===== src/rtl/pong_engine.sv =====
// Two-player Pong core: paddles, ball motion/bounce, scoring, serve delay and game-over,
// plus a registered pixel colour for the VGA driver. Everything runs on pixel_clk.
module pong_engine #(
  parameter int COORD_W     = 10,
  parameter int H_RES       = 640,
  parameter int V_RES       = 480,
  parameter int PADDLE_W    = 5,
  parameter int PADDLE_H    = 50,
  parameter int BALL_SIZE   = 4,
  parameter int PADDLE_DIV  = 100000,
  parameter int BALL_DIV    = 200000,
  parameter int SERVE_DELAY = 60,
  parameter int SCORE_MAX   = 9
) (
  input  logic               pixel_clk,
  input  logic               rst_n,
  input  logic               p1_up,
  input  logic               p1_dn,
  input  logic               p2_up,
  input  logic               p2_dn,
  input  logic [COORD_W-1:0] X_pix,
  input  logic [COORD_W-1:0] Y_pix,
  output logic [COORD_W-1:0] p1_y,
  output logic [COORD_W-1:0] p2_y,
  output logic [COORD_W-1:0] ball_x,
  output logic [COORD_W-1:0] ball_y,
  output logic [3:0]         score_p1,
  output logic [3:0]         score_p2,
  output logic               game_over,
  output logic [11:0]        pixel_color
);
  localparam int CW  = COORD_W + 1;
  localparam int PCW = (PADDLE_DIV > 1) ? $clog2(PADDLE_DIV) : 1;
  localparam int BCW = (BALL_DIV > 1) ? $clog2(BALL_DIV) : 1;
  localparam int SCW = (SERVE_DELAY > 1) ? $clog2(SERVE_DELAY) : 1;

  localparam logic [1:0] S_SERVE = 2'd0;
  localparam logic [1:0] S_PLAY  = 2'd1;
  localparam logic [1:0] S_SCORE = 2'd2;
  localparam logic [1:0] S_OVER  = 2'd3;

  localparam logic [COORD_W-1:0] PAD_Y0     = COORD_W'((V_RES - PADDLE_H) / 2);
  localparam logic [COORD_W-1:0] PAD_MAX    = COORD_W'(V_RES - PADDLE_H);
  localparam logic [COORD_W-1:0] BALL_X0    = COORD_W'((H_RES - BALL_SIZE) / 2);
  localparam logic [COORD_W-1:0] BALL_Y0    = COORD_W'((V_RES - BALL_SIZE) / 2);
  localparam logic [COORD_W-1:0] BALL_X_MAX = COORD_W'(H_RES - BALL_SIZE);
  localparam logic [COORD_W-1:0] BALL_Y_MAX = COORD_W'(V_RES - BALL_SIZE);
  localparam logic [COORD_W-1:0] HIT_L      = COORD_W'(PADDLE_W);
  localparam logic [COORD_W-1:0] HIT_R      = COORD_W'(H_RES - PADDLE_W - BALL_SIZE);
  localparam logic [COORD_W-1:0] P2_X       = COORD_W'(H_RES - PADDLE_W);
  localparam logic [COORD_W-1:0] NET_L      = COORD_W'(H_RES / 2 - 1);
  localparam logic [COORD_W-1:0] NET_R      = COORD_W'(H_RES / 2);
  localparam logic [CW-1:0]      PW_E       = CW'(PADDLE_W);
  localparam logic [CW-1:0]      PH_E       = CW'(PADDLE_H);
  localparam logic [CW-1:0]      BS_E       = CW'(BALL_SIZE);
  localparam logic [3:0]         SMAX       = 4'(SCORE_MAX);

  logic [PCW-1:0]     pcnt_q;
  logic [BCW-1:0]     bcnt_q;
  logic [SCW-1:0]     serve_q, serve_d;
  logic [1:0]         state_q, state_d;
  logic               scorer_p2_q, scorer_p2_d;
  logic [COORD_W-1:0] p1_q, p1_d, p2_q, p2_d, bx_q, bx_d, by_q, by_d;
  logic               dxl_q, dxl_d, dyu_q, dyu_d;   // 1 = moving left / up
  logic [3:0]         s1_q, s1_d, s2_q, s2_d;
  logic [11:0]        pix_q, pix_d;
  logic               paddle_tick, ball_tick;

  assign paddle_tick = (pcnt_q == PCW'(PADDLE_DIV - 1));
  assign ball_tick   = (bcnt_q == BCW'(BALL_DIV - 1));

  function automatic logic [COORD_W-1:0] pad_step(input logic [COORD_W-1:0] y,
                                                  input logic up, input logic dn);
    logic [COORD_W-1:0] r;
    r = y;
    if (up && !dn && y != '0) r = y - 1'b1;
    else if (dn && !up && y != PAD_MAX) r = y + 1'b1;
    return r;
  endfunction

  function automatic logic overlap(input logic [COORD_W-1:0] by, input logic [COORD_W-1:0] py);
    logic [CW-1:0] b, p;
    b = {1'b0, by};
    p = {1'b0, py};
    return ((b + BS_E) > p) && (b < (p + PH_E));
  endfunction

  function automatic logic in_box(input logic [COORD_W-1:0] px, input logic [COORD_W-1:0] py,
                                  input logic [COORD_W-1:0] x, input logic [COORD_W-1:0] y,
                                  input logic [CW-1:0] w, input logic [CW-1:0] h);
    return ({1'b0, px} >= {1'b0, x}) && ({1'b0, px} < ({1'b0, x} + w)) &&
           ({1'b0, py} >= {1'b0, y}) && ({1'b0, py} < ({1'b0, y} + h));
  endfunction

  always_comb begin
    state_d     = state_q;
    serve_d     = serve_q;
    scorer_p2_d = scorer_p2_q;
    p1_d        = p1_q;
    p2_d        = p2_q;
    bx_d        = bx_q;
    by_d        = by_q;
    dxl_d       = dxl_q;
    dyu_d       = dyu_q;
    s1_d        = s1_q;
    s2_d        = s2_q;
    if (state_q != S_OVER && paddle_tick) begin
      p1_d = pad_step(p1_q, p1_up, p1_dn);
      p2_d = pad_step(p2_q, p2_up, p2_dn);
    end
    case (state_q)
      S_SERVE: if (ball_tick) begin
        if (serve_q == SCW'(SERVE_DELAY - 1)) begin
          state_d = S_PLAY;
          serve_d = '0;
        end else begin
          serve_d = serve_q + 1'b1;
        end
      end
      S_PLAY: if (ball_tick) begin
        if (dyu_q && by_q == '0) begin
          dyu_d = 1'b0;
          by_d  = COORD_W'(1);
        end else if (!dyu_q && by_q == BALL_Y_MAX) begin
          dyu_d = 1'b1;
          by_d  = by_q - 1'b1;
        end else begin
          by_d = dyu_q ? by_q - 1'b1 : by_q + 1'b1;
        end
        // Paddle hits take priority; the hit test sees the pre-edge paddle positions.
        if (dxl_q && bx_q == HIT_L && overlap(by_q, p1_q)) begin
          dxl_d = 1'b0;
          bx_d  = bx_q + 1'b1;
        end else if (!dxl_q && bx_q == HIT_R && overlap(by_q, p2_q)) begin
          dxl_d = 1'b1;
          bx_d  = bx_q - 1'b1;
        end else if (dxl_q && bx_q == '0) begin
          state_d     = S_SCORE;
          scorer_p2_d = 1'b1;
        end else if (!dxl_q && bx_q == BALL_X_MAX) begin
          state_d     = S_SCORE;
          scorer_p2_d = 1'b0;
        end else begin
          bx_d = dxl_q ? bx_q - 1'b1 : bx_q + 1'b1;
        end
      end
      S_SCORE: begin
        bx_d    = BALL_X0;
        by_d    = BALL_Y0;
        dyu_d   = 1'b0;
        dxl_d   = scorer_p2_q;
        serve_d = '0;
        if (scorer_p2_q) begin
          s2_d    = (s2_q == SMAX) ? s2_q : s2_q + 1'b1;
          state_d = (s2_d == SMAX) ? S_OVER : S_SERVE;
        end else begin
          s1_d    = (s1_q == SMAX) ? s1_q : s1_q + 1'b1;
          state_d = (s1_d == SMAX) ? S_OVER : S_SERVE;
        end
      end
      default: ;
    endcase
  end

  always_comb begin
    pix_d = 12'h000;
    if (in_box(X_pix, Y_pix, COORD_W'(0), p1_q, PW_E, PH_E) ||
        in_box(X_pix, Y_pix, P2_X, p2_q, PW_E, PH_E))
      pix_d = 12'h0F0;
    else if (in_box(X_pix, Y_pix, bx_q, by_q, BS_E, BS_E))
      pix_d = 12'hFFF;
    else if ((X_pix == NET_L || X_pix == NET_R) && !Y_pix[3])
      pix_d = 12'h888;
  end

  always_ff @(posedge pixel_clk or negedge rst_n) begin
    if (!rst_n) begin
      pcnt_q      <= '0;
      bcnt_q      <= '0;
      serve_q     <= '0;
      state_q     <= S_SERVE;
      scorer_p2_q <= 1'b0;
      p1_q        <= PAD_Y0;
      p2_q        <= PAD_Y0;
      bx_q        <= BALL_X0;
      by_q        <= BALL_Y0;
      dxl_q       <= 1'b1;
      dyu_q       <= 1'b0;
      s1_q        <= '0;
      s2_q        <= '0;
      pix_q       <= '0;
    end else begin
      pcnt_q      <= paddle_tick ? '0 : pcnt_q + 1'b1;
      bcnt_q      <= ball_tick ? '0 : bcnt_q + 1'b1;
      serve_q     <= serve_d;
      state_q     <= state_d;
      scorer_p2_q <= scorer_p2_d;
      p1_q        <= p1_d;
      p2_q        <= p2_d;
      bx_q        <= bx_d;
      by_q        <= by_d;
      dxl_q       <= dxl_d;
      dyu_q       <= dyu_d;
      s1_q        <= s1_d;
      s2_q        <= s2_d;
      pix_q       <= pix_d;
    end
  end

  assign p1_y        = p1_q;
  assign p2_y        = p2_q;
  assign ball_x      = bx_q;
  assign ball_y      = by_q;
  assign score_p1    = s1_q;
  assign score_p2    = s2_q;
  assign game_over   = (state_q == S_OVER);
  assign pixel_color = pix_q;
endmodule


===== config.mk =====
export PLATFORM = sky130hd
export DESIGN_NAME = pong_engine
export DESIGN_NICKNAME = d
export VERILOG_FILES = /design/src/rtl/pong_engine.sv
export SDC_FILE = /design/constraint.sdc
export NUM_CORES = 1
export LEC_CHECK = 0
export BUFFER_PORTS_ARGS = -buffer_cell sky130_fd_sc_hd__buf_2
export CAP_MARGIN = 5
export CORE_MARGIN = 2
export CORE_UTILIZATION = 59
export CTS_CLUSTER_DIAMETER = 80
export DETAILED_ROUTE_END_ITERATION = 6
export HOLD_SLACK_MARGIN = 0.02
export PLACE_DENSITY = 0.79
export SYNTH_ARGS = -nofsm -noshare
export SYNTH_HDL_FRONTEND = slang
export SYNTH_SLANG_ARGS = --single-unit

===== constraint.sdc =====
create_clock -name pixel_clk -period 5 [get_ports pixel_clk]
set_input_delay 0.5 -clock pixel_clk [delete_from_list [all_inputs] [get_ports pixel_clk]]
set_output_delay 0.5 -clock pixel_clk [all_outputs]
set_load 0.05 [all_outputs]

==> key figures <==
Outcome
  – Outcome: complete, but fails checks
  – Failing checks: design-rule violations

STA
  – Final period utilization: 85.8%
  – Final worst slack: 709 ps
  – Max-slew violation count: 0
  – Worst Skew: 9.74 ps
  – Final setup violation count: 0
  – Fin. Hold Viols: 0
  – Slew headroom: 36.8%
  – Minimum clock period: 4290 ps
  – RSZ-0062 raised after global routing: no
  – TNS Setup: 0 ps
  – Worst-Margin Slew: 941 ps
  – Fmax: 0.233 GHz

Clock tree
  – Clk sinks: 98
  – Total CTS buffers: 9
  – Clock-pin slew on the worst setup and hold paths: 70 ps
  – CTS root buffer: clkbuf_16
  – Hold_buf cts: 0
  – H-tree depth: 3
  – TritonCTS clock tree: built
  – PostCTS Resize Cnt: 0
  – Post-CTS Setup Bufs: 0
  – Skew-Pair Late Insertion Delay: 370 ps
  – CTS max path bufs: 2

Drt
  – Detail Route Antenna Nets: 0
  – Wire per inst: 16.9 um
  – Iteration count of the initial detailed-routing pass: 7
  – Final wirelength: 22500 um
  – Drt initial violations: 696
  – Via count: 8175
  – Remaining routing DRC violations: 2
  – Drt via density: 6.12

GRT
  – Met2 track demand over resource: 45.5%
  – Vias in the first global route: 7738
  – Global-route wire length before repair: 37700 um
  – Gr busiest metal: met2
  – Largest net degree at the start of global routing: 68
  – GR Overflow Total: 0
  – Initial antenna violation count: 0
  – Met3 GRT Util: 3.08%
  – M1 GR Usage: 39.5%
  – Overall routing resource usage: 28.3%

Synthesis
  – Post-synth top flop: dfrtp_1
  – Avg Cell Area, Syn: 8.43 um2
  – Synthesis-stage register bit count: 98
  – Top cells by area, synth: dfrtp_1, ha_1, dfstp_2
  – Yosys top cell area share: 20.0%
  – Synthesized area: 0.00914 mm2
  – Commonest cells post-synth: ha_1, inv_1, nand2_1
  – EDFF count, synth: 0
  – Cells after Synth: 1083
  – Area leader, netlist: dfrtp_1
  – Seq/Total Area, Yosys: 27.2%
  – Synth cell types: 78
  – Yosys warning total: 0
  – FFs w/ async S/R, synth: 100%
  – Top-count cell post-synth: ha_1
  – Syn Nets: 1244

Floorplanning
  – Die Area: 0.0165 mm2
  – Starting Density: 60.3%
  – Overall die width: 128 um
  – Rows: 45
  – IO Pins: 87
  – Core area: 0.0151 mm2
  – Die height: 128 um

Pwr
  – Final Total Pwr: 1.94 mW
  – Pwr dens: 195 mW/mm2
  – Leakage: 4.67 nW
  – VDD IR max: 0.203 mV

Critical path
  – Crit path DAT: 4560 ps
  – Critical-path maximum fanout: 13
  – Critical path capture point type: register
  – Crit path launch type: register
  – CP Class: register to register
  – CP required: 5270 ps

Finish
  – Post-layout util: 65.6%
  – Area grow syn2layout: 8.75%
  – Area taken by multi-input logic gates: 0.00611 mm2
  – Share of cells above drive strength 1: 13.6%
  – Register Area: 0.00248 mm2
  – # fillers: 1287
  – Final net count: 1303
  – Antenna diode count: 0

Placed design
  – DP HPWL: 17200 um
  – Routability congestion estimate: 0.930
  – IO buf count: 86
  – Pre-CTS WS: 759 ps

Run
  – Maxcap violations: 0

Hold path
  – HP Class: input port to async pin
-- layout by cell type, fill, tap and decap left out, types with 12 or more instances in the layout --
cell type	synthesis	final
o21ai_0	75	75
nor3_1	33	33
nand4_1	17	17
inv_1	86	86
buf_2	9	85
ha_1	133	133
o21bai_1	18	18
xnor2_1	64	64
nand3_1	45	45
dfrtp_1	73	73
and3_1	27	27
dfstp_2	25	25
a21o_1	26	26
xor2_1	16	16
nor4_1	13	13
nand2_1	83	83
nor2_1	72	72
mux2i_1	12	12
a21oi_1	70	70
-- through the flow --
| stage | instances | hold slack, ps | instance area (um2) |
|---|---|---|---|
| floorplan | 1083 | 204 | 9140 |
| global route | 1335 | 341 | 9930 |
| detailed placement | 1319 | 469 | 9640 |
| global placement | 1319 | 454 | 9640 |
| CTS | 1335 | 290 | 9930 |
| finish | 1335 | 244 | 9930 |
-- cells by family after synthesis --
kind of cell | Yosys count | share of synthesized area [%]
AO/OA/AOI/OAI | 273 | 19.3
XOR/XNOR | 80 | 7.67
adder cells (fa/ha/maj) | 138 | 19.0
buffers and inverters | 131 | 5.92
flip-flops | 98 | 27.2
multiplexers | 18 | 2.10
AND/OR/NAND/NOR | 345 | 18.8
-- worst max-delay path, stage by stage, from the launching register on --
cell and delay (ps):
dfstp_2 640, ha_1 300, nand3_1 160, nor2_1 190, xnor2_1 140, ha_1 340
nand4_1 90, or2_2 290, o311a_1 340, o311ai_2 100, a21oi_1 120, or3_2 530
o21ai_2 280, mux2_2 420, a221oi_1 260
-- registers in the layout (all words and copies together), names as in the netlist, 2 cells and up --
name	cells
state_q	2
ball_x	10
p2_y	10
score_p2	4
pcnt_q	17
ball_y	10
bcnt_q	18
score_p1	4
p1_y	10
serve_q	6
pixel_color	4
-- cell type report --
type | count | share of cell area (%)
well taps | 188 | 2.37
clock inverters | 5 | 0.642
clock buffers | 11 | 2.34
multi-input cells | 854 | 61.5
inverters | 86 | 3.25
repair buffers | 93 | 4.89
flip-flops and latches | 98 | 25.0
-- where the power goes --
group	internal, mW	switching, mW
Sequential	0.808	0.0270
Clock	0.394	0.343
Combinational	0.137	0.233
-- worst paths after layout --
| path | depth (start not counted) | to | startpoint | slack [ps] |
|---|---|---|---|---|
| max in group asynchronous | 2 | ball_y[5] | rst_n | 3740 |
| setup reg to reg | 14 | ball_x[3] | ball_y[2] | 710 |
| min in group pixel_clk | 1 | pcnt_q[4] | pcnt_q[4] | 480 |
| setup / recovery | 14 | ball_x[3] | ball_y[2] | 710 |
| hold / removal | 1 | ball_y[0] | rst_n | 240 |
| hold reg to reg | 1 | pcnt_q[4] | pcnt_q[4] | 480 |
-- routing by layer --
metal	part of all wire (%)	vias up	wire, um
met5	0	-	0
met4	2.8	0	623
met3	4.5	47	1020
met2	45	234	10200
met1	47	3887	10600
li1	-	4007	-
No activity file was read; power rests on OpenSTA's default activity.
